[src/rtl/reg_block_mover_pkg.sv]
// Shared constants and types for the multi-register save/restore sequencer.
package reg_block_mover_pkg;

    localparam int WORD_SIZE = 16;
    localparam int REG_BITS  = 3;
    localparam int NREGS     = 1 << REG_BITS;

    typedef enum logic [1:0] {
        IDLE,
        REQ,
        DONE
    } state_t;

    localparam logic DIR_SAVE    = 1'b0;
    localparam logic DIR_RESTORE = 1'b1;

endpackage

[src/rtl/reg_block_mover_lowest_set_bit.sv]
// Priority encoder: index of the lowest set bit of a register mask.
module lowest_set_bit
    import reg_block_mover_pkg::*;
(
    input  logic [NREGS-1:0]    vec,
    output logic [REG_BITS-1:0] idx,
    output logic                valid
);

    // Scanning downward lets the lowest set bit overwrite any higher one.
    always_comb begin
        idx   = '0;
        valid = 1'b0;
        for (int i = NREGS - 1; i >= 0; i--) begin
            if (vec[i]) begin
                idx   = REG_BITS'(i);
                valid = 1'b1;
            end
        end
    end

endmodule

[src/rtl/reg_block_mover.sv]
// Walks a register bitmask in ascending order, moving each selected register
// to consecutive memory words (save) or back from memory (restore).
module reg_block_mover
    import reg_block_mover_pkg::*;
(
    input  logic                 clk,
    input  logic                 rst,
    input  logic                 start,
    input  logic                 dir,
    input  logic [NREGS-1:0]     mask,
    input  logic [WORD_SIZE-1:0] base_addr,
    output logic                 busy,
    output logic                 done,
    output logic [REG_BITS:0]    xfer_count,
    output logic [REG_BITS-1:0]  rf_read_reg,
    input  logic [WORD_SIZE-1:0] rf_read_data,
    output logic                 rf_write_en,
    output logic [REG_BITS-1:0]  rf_write_reg,
    output logic [WORD_SIZE-1:0] rf_write_data,
    output logic                 mem_req,
    output logic                 mem_we,
    output logic [WORD_SIZE-1:0] mem_addr,
    output logic [WORD_SIZE-1:0] mem_wdata,
    input  logic                 mem_ack,
    input  logic [WORD_SIZE-1:0] mem_rdata
);

    localparam logic [REG_BITS:0] COUNT_ONE = 1;

    state_t               state, state_next;
    logic [NREGS-1:0]     pending, pending_clr;
    logic [WORD_SIZE-1:0] addr;
    logic                 dir_q;
    logic [REG_BITS-1:0]  idx;
    logic                 idx_valid;
    logic                 ack_fire;

    lowest_set_bit u_lsb (
        .vec   (pending),
        .idx   (idx),
        .valid (idx_valid)
    );

    assign pending_clr = pending & ~(NREGS'(1) << idx);
    assign ack_fire    = (state == REQ) && mem_ack;

    always_ff @(posedge clk or posedge rst) begin
        if (rst) state <= IDLE;
        else     state <= state_next;
    end

    // An empty mask skips straight to DONE so the control unit still sees a pulse.
    always_comb begin
        state_next = state;
        case (state)
            IDLE: begin
                if (start) state_next = (mask != '0) ? REQ : DONE;
            end
            REQ: begin
                if (!idx_valid)                                state_next = DONE;
                else if (mem_ack && (pending_clr == '0))       state_next = DONE;
            end
            DONE:    state_next = IDLE;
            default: state_next = IDLE;
        endcase
    end

    // Restore writes land one cycle after their ack, so the last one overlaps DONE.
    always_ff @(posedge clk or posedge rst) begin
        if (rst) begin
            pending       <= '0;
            addr          <= '0;
            dir_q         <= DIR_SAVE;
            xfer_count    <= '0;
            rf_write_en   <= 1'b0;
            rf_write_reg  <= '0;
            rf_write_data <= '0;
        end else begin
            rf_write_en <= 1'b0;
            if ((state == IDLE) && start) begin
                xfer_count <= '0;
                if (mask != '0) begin
                    pending <= mask;
                    addr    <= base_addr;
                    dir_q   <= dir;
                end
            end
            if (ack_fire) begin
                pending    <= pending_clr;
                addr       <= addr + WORD_SIZE'(1);
                xfer_count <= xfer_count + COUNT_ONE;
                if (dir_q == DIR_RESTORE) begin
                    rf_write_en   <= 1'b1;
                    rf_write_reg  <= idx;
                    rf_write_data <= mem_rdata;
                end
            end
        end
    end

    assign busy        = (state != IDLE);
    assign done        = (state == DONE);
    assign mem_req     = (state == REQ);
    assign mem_we      = mem_req && (dir_q == DIR_SAVE);
    assign mem_addr    = addr;
    assign mem_wdata   = mem_we ? rf_read_data : '0;
    assign rf_read_reg = idx;

endmodule

[config.mk]
export PLATFORM = sky130hd
export DESIGN_NAME = reg_block_mover
export DESIGN_NICKNAME = d
export VERILOG_FILES = /design/src/rtl/reg_block_mover_pkg.sv /design/src/rtl/reg_block_mover_lowest_set_bit.sv /design/src/rtl/reg_block_mover.sv
export SDC_FILE = /design/constraint.sdc
export NUM_CORES = 1
export LEC_CHECK = 0
export CORE_ASPECT_RATIO = 1.25
export CORE_MARGIN = 10
export CORE_UTILIZATION = 38
export DETAILED_ROUTE_END_ITERATION = 10
export PLACE_DENSITY = 0.73
export SYNTH_ARGS = -nofsm -noshare
export SYNTH_HDL_FRONTEND = slang
export SYNTH_HIERARCHICAL = 1
export SYNTH_SLANG_ARGS = --single-unit
[constraint.sdc]
create_clock -name clk -period 1.75 [get_ports clk]
set_input_delay 0.4375 -clock clk [delete_from_list [all_inputs] [get_ports clk]]
set_output_delay 0.4375 -clock clk [all_outputs]
set_load 0.005 [all_outputs]
==> metrics.txt <==
status complete, but fails checks; failing checks setup timing; layout cells sized above 1 0.4469; clk slew on worst S/H paths 0.10 ns; flops & latches, synth 51; Ports 124; Worst Tran Pin Value 0.4288 ns; vias 3093; yosys warns 6; CP Capture Type flip-flop; DR iter-0 viols 158; DRC violations left 0; RSZ-0062 raised after global routing true; CP Class reg -> reg; largest net degree at the start of global routing 28; Hold Path Depth 3; Placement Rows 34; fin nets 552; met2 Resource Use GR 0.3398; Post-synth EDFFs 0; fin util 0.7477; Worst-Skew Late Latency 0.31 ns; Vias/cell 5.333; Top Usage Layer GRT met2; largest stage delay on the critical path 0.46 ns; Crit Path Max Fanout 4; Clock Sinks 51; Hold EP pending[4]; synth unique cells 48; syn avg cell area 9.821 um2; Arrival @ worst endpoint 2.44 ns; maxcap violations 0; r2r endpoint state[1]; Final ANT Viol Nets 0; Critical Path Start Type flip-flop; Starting Density 0.3928; P_leak 2.320 nW; Final Instance Area 5216 um2; Antenna diodes 0; die height 114.9 um; Die W 95.95 um; hold_buf cts 0; fin crit share 1.260; PD cells 1720 nW/um2; Setup Skew 0.006572 ns; final slew viol count 0; sequential fraction of the synthesis area 0.4658; Die Area 11030 um2; Crit path top cell by count buf_4; Post-Place Worst Slack -0.6156 ns; global routing met1 resource utilization 0.1953; vias in the first global route 3143; first-pass GRT wire length 15.79 mm; hold_sp mask[4]; post-synthesis cell count 279; Hold WC Path Type in -> reg; peak supply drop 0.8137 mV; final WL 10.67 mm; crit path cell chain nor2_2 > o21ai_2 > a211oi_2 > buf_4 > buf_4 > and3_4 > nor2b_1 > o22ai_2 > o211ai_1 > nor3b_2; gpl congestion 0.7995; CTS tree done; reg2reg start pending[5]; Final HPWL DP 7.199 mm; worst setup margin -0.4547 ns; Sum Neg Setup Slack -4.180 ns; Max clock buf depth 2; All-Layer GR Usage 0.1790; routed len/inst 18.39 um; fmax 0.4536 GHz; Area Growth Syn to Fin 90.37%; Buffers on Ports 123; Post-synth ARST share 1.000; initial antenna violation count 0; Final min period 2.205 ns; reg2reg path depth 10; Hold Vio Cnt, Final 0; setup slack, reg-to-reg -0.45 ns; Setup-failing EPs final 25; Detailed Routing Iterations Pass 1 4; grt ovf 0; routing usage on met3 0.03131; commonest non-fill, non-tap cells in the layout clkdlybuf4s50_1 (90), buf_4 (69), dfrtp_1 (45), buf_6 (42), nand2_1 (22); CTS buffer count 5; Slowest-stage cell, CP dfrtp_2; Critical Path RT 1.99 ns; placed instance area 4517 um2; most common cell after layout, fill and taps aside clkdlybuf4s50_1; Core Region 6977 um2; Synth Flop Type dfrtp_1; Post-Synthesis Cell Area 2740 um2; Rel. slew slack 0.7134; Final Power 8.973 mW; Root Buffer clkbuf_8; syn_nets 342; CTS H-tree lvls 2
through the flow:
step           hold slack (ns)  cells
3_5_place_dp            0.4927    535
3_3_place_gp            0.4867    535
2_1_floorplan           0.4832    279
5_1_grt                 0.3717    580
6_report                0.3751    580
4_1_cts                 0.3716    568
synth_stat cells, types with 2 or more instances:
library cell  number  share of area
a211oi_1           3         0.0082
a211oi_2           3          0.014
a21oi_1           14          0.026
a22o_1             3         0.0096
a311oi_1           2         0.0064
a311oi_2           2          0.011
and2_1            16          0.037
and3_1             5          0.011
and4_1             2         0.0064
buf_2              4         0.0073
buf_6              2         0.0082
clkbuf_1           7         0.0096
dfrtp_1           51           0.47
ha_1               2         0.0091
inv_1             11          0.015
mux2_2            19          0.078
mux2i_1            5          0.018
nand2_1           23          0.032
nand3_1            8          0.015
nand3b_1           2         0.0055
nand4_1            5          0.011
nor2_1            30          0.041
nor2b_1            6          0.014
nor3_1             8          0.015
nor3b_1            2         0.0055
o211ai_1           3         0.0082
o21ai_0           11          0.020
o21ai_1            2         0.0037
o21bai_1           2         0.0055
o22ai_1            6          0.014
o311ai_0           2         0.0064
or4_4              2         0.0082
layer usage:
layer | vias to the layer above | wire length, um
met3 | 13 | 678
met2 | 136 | 5810
li1 | 1425 | -
met4 | 0 | 175
met1 | 1519 | 4005
met5 | - | 0
worst max-delay path, delay by kind of cell, from the launching register on:
| kind | cells | cell delay, ns |
|---|---|---|
| AOI/OAI and AO/OA | 4 | 0.69 |
| buffers and inverters | 2 | 0.29 |
| DFF | 1 | 0.46 |
| and+or+nand+nor | 4 | 0.69 |
how the worst max path moves through the flow:
stage,slack [ns],endpoint,depth (start not counted),start
3_5_place_dp,-0.62,mem_addr[10],6,mask[5]
3_3_place_gp,-0.54,mem_addr[15],6,mask[6]
6_report,-0.45,state[1],10,pending[5]
4_1_cts,-0.30,state[1],9,pending[0]
2_1_floorplan,-0.15,state[1],7,pending[2]
5_1_grt,-0.58,state[1],10,pending[5]
final cells by class:
class | count | area (um2)
well taps | 90 | 112.6
inverters | 11 | 41.29
repair buffers | 216 | 2056
fillers | 481 | 1760
flip-flops and latches | 51 | 1284
clock buffers | 6 | 82.58
multi-input cells | 204 | 1602
clock inverters | 2 | 38.79
cell families after synthesis:
| family | share of synthesized area |
|---|---|
| AND/OR/NAND/NOR | 0.2206 |
| AO/OA/AOI/OAI | 0.1680 |
| flip-flops | 0.4658 |
| buffers and inverters | 0.04018 |
| multiplexers | 0.09635 |
| adder cells (fa/ha/maj) | 0.009131 |
report_power, final:
part	leakage [nW]	total, mW	internal, mW	switching (mW)
Combinational	1.66	5.80	3.52	2.28
Sequential	0.602	2.28	1.75	0.534
Clock	0.0618	0.886	0.471	0.415
Total	2.32	8.97	5.74	3.23
repair_timing:
action,in CTS,in global routing
pin swaps,31,22
gates resized for setup,163,56
gates cloned,2,0
setup buffers,23,18
setup endpoints to repair,55,68
Note: power is estimated with default switching activity, not from simulation.
